<file path="src/rtl/xalu_word_seq_if.sv">
// ---------------------------------------------------------------------------
// xalu_word_seq_if
// Host-side command/result bundle for xalu_word_seq.
//   master : host (drives start/op/com/cin/a/b, receives status and result)
//   slave  : sequencer (receives command, drives busy/done/result/flags)
// Signals:
//   start, op[2:0], com, cin, a[W-1:0], b[W-1:0]   host -> sequencer
//   busy, done, result[W-1:0], cout, zero, neg_zero, equ   sequencer -> host
// W = 4*NIBBLES.
// ---------------------------------------------------------------------------
interface xalu_word_seq_if #(
  parameter int NIBBLES = 4
);
  localparam int W = 4 * NIBBLES;

  logic         start;
  logic [2:0]   op;
  logic         com;
  logic         cin;
  logic [W-1:0] a;
  logic [W-1:0] b;

  logic         busy;
  logic         done;
  logic [W-1:0] result;
  logic         cout;
  logic         zero;
  logic         neg_zero;
  logic         equ;

  modport master (
    output start, op, com, cin, a, b,
    input  busy, done, result, cout, zero, neg_zero, equ
  );

  modport slave (
    input  start, op, com, cin, a, b,
    output busy, done, result, cout, zero, neg_zero, equ
  );
endinterface

</file>
<file path="src/rtl/xalu_word_seq.sv">
// ---------------------------------------------------------------------------
// xalu_word_seq
// Builds word-wide operations from one external 4-bit ALU slice by driving it
// one nibble per cycle and chaining the carry between passes.
//
// Ports:
//   clk, rst_n          clock, asynchronous active-low reset
//   host (slave)        command in (start/op/com/cin/a/b), status and
//                       result out (busy/done/result/cout/zero/neg_zero/equ)
//   alu_a, alu_b        nibble operands to the slice
//   alu_f, alu_com      function code / complement mode to the slice
//   alu_ci_right/left   carry inputs to the slice
//   alu_d               slice result nibble
//   alu_co_left/right   slice carry outputs
//   alu_equ             slice nibble equality
//
// Op codes: 0 ADD, 1 AND, 2 OR, 3 XOR, 4 PASSA, 5 PASSB, 6 SHR, 7 SHL.
// SHR walks nibbles MSB first with the carry entering on the left; all other
// ops walk LSB first with the carry entering on the right.
// ---------------------------------------------------------------------------
module xalu_word_seq #(
  parameter int NIBBLES = 4
) (
  input  logic              clk,
  input  logic              rst_n,
  xalu_word_seq_if.slave    host,
  output logic [3:0]        alu_a,
  output logic [3:0]        alu_b,
  output logic [2:0]        alu_f,
  output logic              alu_com,
  output logic              alu_ci_right,
  output logic              alu_ci_left,
  input  logic [3:0]        alu_d,
  input  logic              alu_co_left,
  input  logic              alu_co_right,
  input  logic              alu_equ
);
  localparam int W  = 4 * NIBBLES;
  localparam int CW = (NIBBLES > 1) ? $clog2(NIBBLES) : 1;

  localparam logic [2:0] OP_ADD = 3'd0;
  localparam logic [2:0] OP_SHR = 3'd6;
  localparam logic [2:0] OP_SHL = 3'd7;

  typedef enum logic [1:0] {
    IDLE = 2'd0,
    RUN  = 2'd1,
    DONE = 2'd2
  } state_t;

  state_t         state_reg, state_next;

  logic [2:0]     op_reg;
  logic           com_reg;
  logic           cin_reg;
  logic [W-1:0]   a_reg;
  logic [W-1:0]   b_reg;
  logic [CW-1:0]  cnt_reg;
  logic           carry_reg;
  logic           equ_acc_reg;

  logic [W-1:0]   result_reg;
  logic           cout_reg;
  logic           zero_reg;
  logic           neg_zero_reg;
  logic           equ_reg;

  logic [W-1:0]   result_next;
  logic [3:0]     a_nib [NIBBLES];
  logic [3:0]     b_nib [NIBBLES];

  logic           accept;
  logic           is_shr;
  logic           first_nib;
  logic           last_nib;
  logic [CW-1:0]  idx;
  logic           run;

  assign run       = (state_reg == RUN);
  // DONE also accepts so back-to-back commands need no idle cycle.
  assign accept    = host.start && (state_reg != RUN);
  assign is_shr    = (op_reg == OP_SHR);
  assign first_nib = (cnt_reg == '0);
  assign last_nib  = (cnt_reg == CW'(NIBBLES - 1));
  // Physical nibble index: step counter for LSB-first ops, mirrored for SHR.
  assign idx       = is_shr ? (CW'(NIBBLES - 1) - cnt_reg) : cnt_reg;

  // Split operands into nibbles and merge the slice result into its lane.
  generate
    for (genvar gi = 0; gi < NIBBLES; gi++) begin : g_nib
      assign a_nib[gi] = a_reg[4*gi +: 4];
      assign b_nib[gi] = b_reg[4*gi +: 4];
      assign result_next[4*gi +: 4] = (run && (idx == CW'(gi))) ? alu_d
                                                                : result_reg[4*gi +: 4];
    end
  endgenerate

  // Next-state and slice drive; slice inputs are muxes of registered state only.
  always_comb begin
    state_next   = state_reg;
    alu_a        = 4'd0;
    alu_b        = 4'd0;
    alu_f        = 3'd0;
    alu_com      = 1'b0;
    alu_ci_right = 1'b0;
    alu_ci_left  = 1'b0;
    case (state_reg)
      IDLE: begin
        if (host.start) state_next = RUN;
      end
      RUN: begin
        alu_a   = a_nib[idx];
        alu_b   = b_nib[idx];
        alu_f   = op_reg;
        alu_com = com_reg;
        if (is_shr) alu_ci_left  = first_nib ? cin_reg : carry_reg;
        else        alu_ci_right = first_nib ? cin_reg : carry_reg;
        if (last_nib) state_next = DONE;
      end
      DONE: begin
        state_next = host.start ? RUN : IDLE;
      end
      default: state_next = IDLE;
    endcase
  end

  always_ff @(posedge clk or negedge rst_n) begin
    if (!rst_n) begin
      state_reg    <= IDLE;
      op_reg       <= 3'd0;
      com_reg      <= 1'b0;
      cin_reg      <= 1'b0;
      a_reg        <= '0;
      b_reg        <= '0;
      cnt_reg      <= '0;
      carry_reg    <= 1'b0;
      equ_acc_reg  <= 1'b0;
      result_reg   <= '0;
      cout_reg     <= 1'b0;
      zero_reg     <= 1'b0;
      neg_zero_reg <= 1'b0;
      equ_reg      <= 1'b0;
    end else begin
      state_reg <= state_next;
      if (accept) begin
        op_reg      <= host.op;
        com_reg     <= host.com;
        cin_reg     <= host.cin;
        a_reg       <= host.a;
        b_reg       <= host.b;
        cnt_reg     <= '0;
        equ_acc_reg <= 1'b1;
      end else if (run) begin
        result_reg  <= result_next;
        carry_reg   <= is_shr ? alu_co_right : alu_co_left;
        equ_acc_reg <= equ_acc_reg & alu_equ;
        cnt_reg     <= cnt_reg + CW'(1);
        if (last_nib) begin
          // Flags land on the same edge as done, from the fully assembled word.
          zero_reg     <= (result_next == '0);
          neg_zero_reg <= (result_next == '1);
          equ_reg      <= equ_acc_reg & alu_equ;
          if ((op_reg == OP_ADD) || (op_reg == OP_SHL)) cout_reg <= alu_co_left;
          else if (is_shr)                              cout_reg <= alu_co_right;
          else                                          cout_reg <= 1'b0;
        end
      end
    end
  end

  assign host.busy     = (state_reg != IDLE);
  assign host.done     = (state_reg == DONE);
  assign host.result   = result_reg;
  assign host.cout     = cout_reg;
  assign host.zero     = zero_reg;
  assign host.neg_zero = neg_zero_reg;
  assign host.equ      = equ_reg;
endmodule

</file>
<file path="src/flat_wrapper.sv">
// flat-port wrapper written by rule: the top's interface ports become plain ports
module xalu_word_seq_flat 
#(
  parameter int NIBBLES = 4
)
  (clk, rst_n, alu_a, alu_b, alu_f, alu_com, alu_ci_right, alu_ci_left, alu_d, alu_co_left, alu_co_right, alu_equ, host_start, host_op, host_com, host_cin, host_a, host_b, host_busy, host_done, host_result, host_cout, host_zero, host_neg_zero, host_equ);
  xalu_word_seq_if #(.NIBBLES(NIBBLES)) host_i ();
  input  logic clk;
  input  logic rst_n;
  output logic [3:0] alu_a;
  output logic [3:0] alu_b;
  output logic [2:0] alu_f;
  output logic alu_com;
  output logic alu_ci_right;
  output logic alu_ci_left;
  input  logic [3:0] alu_d;
  input  logic alu_co_left;
  input  logic alu_co_right;
  input  logic alu_equ;
  input wire logic [$bits(host_i.start)-1:0] host_start;
  input wire logic [$bits(host_i.op)-1:0] host_op;
  input wire logic [$bits(host_i.com)-1:0] host_com;
  input wire logic [$bits(host_i.cin)-1:0] host_cin;
  input wire logic [$bits(host_i.a)-1:0] host_a;
  input wire logic [$bits(host_i.b)-1:0] host_b;
  output wire logic [$bits(host_i.busy)-1:0] host_busy;
  output wire logic [$bits(host_i.done)-1:0] host_done;
  output wire logic [$bits(host_i.result)-1:0] host_result;
  output wire logic [$bits(host_i.cout)-1:0] host_cout;
  output wire logic [$bits(host_i.zero)-1:0] host_zero;
  output wire logic [$bits(host_i.neg_zero)-1:0] host_neg_zero;
  output wire logic [$bits(host_i.equ)-1:0] host_equ;
  assign host_i.start = host_start;
  assign host_i.op = host_op;
  assign host_i.com = host_com;
  assign host_i.cin = host_cin;
  assign host_i.a = host_a;
  assign host_i.b = host_b;
  assign host_busy = host_i.busy;
  assign host_done = host_i.done;
  assign host_result = host_i.result;
  assign host_cout = host_i.cout;
  assign host_zero = host_i.zero;
  assign host_neg_zero = host_i.neg_zero;
  assign host_equ = host_i.equ;
  xalu_word_seq #(.NIBBLES(NIBBLES)) u_core (.clk(clk), .rst_n(rst_n), .host(host_i), .alu_a(alu_a), .alu_b(alu_b), .alu_f(alu_f), .alu_com(alu_com), .alu_ci_right(alu_ci_right), .alu_ci_left(alu_ci_left), .alu_d(alu_d), .alu_co_left(alu_co_left), .alu_co_right(alu_co_right), .alu_equ(alu_equ));
endmodule
</file>
<file path="config.mk">
export PLATFORM = sky130hd
export DESIGN_NAME = xalu_word_seq_flat
export DESIGN_NICKNAME = d
export VERILOG_FILES = /design/src/rtl/xalu_word_seq_if.sv /design/src/rtl/xalu_word_seq.sv /design/src/flat_wrapper.sv
export SDC_FILE = /design/constraint.sdc
export NUM_CORES = 1
export LEC_CHECK = 0
export BUFFER_PORTS_ARGS = -buffer_cell sky130_fd_sc_hd__buf_2
export CAP_MARGIN = 20
export CORE_MARGIN = 3
export CORE_UTILIZATION = 54
export CTS_BUF_LIST = sky130_fd_sc_hd__clkbuf_4
export DETAILED_ROUTE_END_ITERATION = 16
export GPL_TIMING_DRIVEN = 0
export MAX_ROUTING_LAYER = met4
export PLACE_DENSITY = 0.82
export SETUP_SLACK_MARGIN = 0.5
export SYNTH_ARGS = -nofsm -noshare
export SYNTH_HDL_FRONTEND = slang
export SYNTH_SLANG_ARGS = --single-unit
</file>
<file path="constraint.sdc">
create_clock -name clk -period 2.86 [get_ports clk]
set_input_delay 0.572 -clock clk [delete_from_list [all_inputs] [get_ports clk]]
set_output_delay 0.572 -clock clk [all_outputs]
set_load 0.02 [all_outputs]
</file>
==> flow_metrics.py <==
metrics = {
    "outcome": {
        "outcome": "completed",
    },
    "critical_path": {
        "crit_slowest_cell": "mux4_2",
        "crit_chain": "nand3b_1 -> buf_8 -> xnor2_4 -> buf_12 -> mux4_2 -> and2_4 -> buf_6",
        "worst_setup_path_end_kind": "output port",
        "cp.arrival_ps": 2250,
        "required_ps": 2290,
        "crit_fanout": 8,
        "crit_type": "reg -> out",
        "critPathTopFamily": "multiplexers",
        "critPathBufInv": 3,
        "cpPeakStageDelay_ps": 490,
        "critPathLaunchType": "register",
    },
    "die": {
        "ioPinCount": 83,
        "core_area_um2": 5200,
        "die_y_um": 80.3,
        "die_w_um": 80.3,
        "fp-row-count": 26,
        "start_util": 0.572,
        "die_area_um2": 6440,
    },
    "synth": {
        "syn_area_um2": 2980,
        "postSynthNetCount": 264,
        "avgSynthCellArea_um2": 13.9,
        "synth_top_cell_by_area": "dfrtp_1",
        "netlist_instances": 215,
        "synth_area_leaders": "dfrtp_1 53%, mux2_2 18%, mux4_2 4.5%",
        "yosys_warnings": 0,
        "synth_top_area_frac": 0.529,
        "ys_ff_latch": 63,
        "ys_types": 39,
        "ys_seq_area_frac": 0.529,
    },
    "grt": {
        "grt_overflow": 0,
        "grt_util_all_layers": 0.219,
        "grt_max_degree": 37,
        "grt_pass1_vias": 2174,
        "antenna_found_initial": 0,
        "grt_pass1_wl_um": 10300,
    },
    "cells_and_area": {
        "fin_nets": 366,
        "synthToLayoutAreaGrowth_pct": 32.1,
        "drive_above_1_share": 0.612,
        "num_antenna_cells": 0,
        "fin_area_um2": 3930,
        "finish.utilization": 0.756,
    },
    "cts": {
        "cts.clk_slew.worst_paths_ps": 110,
        "cts.sinks": 63,
        "tritoncts": "built",
        "hold_buffers": 0,
        "cts-htree-levels": 3,
        "cts_buffer_depth": 2,
        "cts-root-buf": "clkbuf_4",
        "cts_buffers": 9,
        "insertion_delay_ps": 410,
    },
    "detailed_routing": {
        "drtPass1Iterations": 4,
        "wire_per_inst_um": 17.5,
        "wl_um": 6860,
        "via_per_inst": 5.44,
        "drc": 0,
        "ant_nets": 0,
        "drt_iter0_markers": 65,
        "vias": 2134,
    },
    "timing": {
        "min_period_ps": 2820,
        "worst_pin_slew_ps": 640,
        "grt_setup_unrepaired": "true",
        "fin_setup_tns_ps": 0,
        "slew_viol_final": 0,
        "whs_ps": 177,
        "setup_viol": 0,
        "period_share": 0.987,
        "skew_ps": 15.6,
        "fmax_mhz": 354,
        "relSlewSlack": 0.573,
        "finalHoldViolCount": 0,
    },
    "pwr": {
        "power.density_nw_per_um2": 1360,
        "totalPowerFinal_w": 0.00535,
        "max-vdd-ir-drop_uv": 744,
        "p_leak_nw": 1.86,
    },
    "place": {
        "placed_area_um2": 3520,
        "portBuffers": 82,
        "place_congestion": 0.794,
        "post-dp-hpwl_um": 4710,
    },
    "run": {
        "drv_cap": 0,
    },
    "min_path": {
        "hold_path.class": "in -> async",
    },
}
-- cells by family after synthesis --
kind of cell,count (synthesis),share of synthesized area
mux,69,0.297
buf+inv,18,0.0260
compound gates,11,0.0240
flops,63,0.529
fa+ha+maj,2,0.00840
simple gates,50,0.106
xor+xnor,2,0.00841
-- synth_stat cells --
library cell  count
mux4_1            2
dfrtp_1          63
nand2_1          10
clkbuf_1          3
and3_1            1
xnor2_2           1
nor4_1            4
inv_1            12
nand2b_1          1
nand3_1           2
and4bb_2          2
nor3_1            1
nor2b_1           2
nand3b_1          1
a31o_1            1
ha_1              2
mux2_2           47
and4b_1           1
nor4b_4           1
o21ai_0           5
mux2i_2           1
a21oi_1           1
nand4_1           4
nor2_1            3
buf_6             1
mux2i_1          11
o31ai_1           1
and2_1           13
or4_1             1
o31ai_2           1
or2_2             1
mux4_2            6
nor4b_1           1
buf_2             2
a31oi_1           1
mux2i_4           2
nor3b_1           1
xnor2_1           1
o22ai_1           1
-- what timing repair did --
item | 4_1_cts | 5_1_grt
buffers inserted | 3 | 5
endpoints found under the setup margin | 10 | 12
pin swaps | 1 | 9
gates resized for setup | 24 | 18
gates cloned | 0 | 0
-- metal layers --
metal | up-vias | wire [um] | GRT usage | part of all wire
li1 | 990 | - | - | -
met1 | 1077 | 2800 | 0.266 | 0.41
met2 | 60 | 3640 | 0.360 | 0.53
met3 | 7 | 333 | 0.0594 | 0.049
met4 | 0 | 83 | 0.0676 | 0.012
met5 | - | 0 | - | 0
-- layout make-up --
class / instances / area (um^2)
Inverter: 12 / 45.0
Clock buffer: 9 / 67.6
Fill cell: 349 / 1270
Tap cell: 70 / 87.6
Timing Repair Buffer: 91 / 581
Sequential cell: 63 / 1580
Multi-Input combinational cell: 134 / 1430
Buffer: 6 / 40.0
Clock inverter: 7 / 96.3
-- stage by stage --
stage / std cells / setup slack [ps]
2_1_floorplan: 215 / 484
3_3_place_gp: 367 / 49.4
3_5_place_dp: 368 / 16.6
4_1_cts: 387 / 24.2
5_1_grt: 392 / -78.4
6_report: 392 / 38.2
-- placed cells by master, fill, tap and decap left out, types with 2 or more instances in the layout --
cell type / instances
and2_1: 5
and2_4: 8
and4bb_2: 2
buf_12: 4
buf_2: 75
buf_4: 7
buf_6: 8
bufinv_16: 2
clkbuf_1: 2
clkbuf_4: 9
clkinvlp_4: 2
dfrtp_1: 59
dfrtp_2: 4
inv_1: 10
inv_2: 2
mux2_2: 46
mux2i_1: 7
mux2i_2: 3
mux2i_4: 4
mux4_2: 8
nand2_1: 10
nand3_1: 2
nand4_1: 4
nor2_1: 3
nor4_1: 3
o21ai_0: 5
xnor2_4: 2
-- path summary, 6_finish.rpt --
| kind | from | end | slack (ps) | depth (start not counted) |
|---|---|---|---|---|
| worst max-delay path | u_core.op_reg[0] | alu_b[3] | 40 | 7 |
| worst min-delay path | rst_n | u_core.a_reg[6] | 180 | 1 |
| worst max register to register | u_core.cnt_reg[1] | u_core.host.neg_zero | 570 | 8 |
| worst min register to register | u_core.host.cout | u_core.host.cout | 500 | 2 |
| max in group asynchronous | rst_n | u_core.b_reg[11] | 2070 | 2 |
| min in group clk | host_b[15] | u_core.b_reg[15] | 390 | 2 |
-- report_power, final --
part / leakage [nW] / total, W / internal (W) / switching [W]
clock network: 0.0802 / 0.000697 / 0.000356 / 0.000341
registers: 0.744 / 0.00162 / 0.00133 / 0.000284
logic: 1.03 / 0.00304 / 0.00163 / 0.00141
Note: power is estimated with default switching activity, not from simulation.
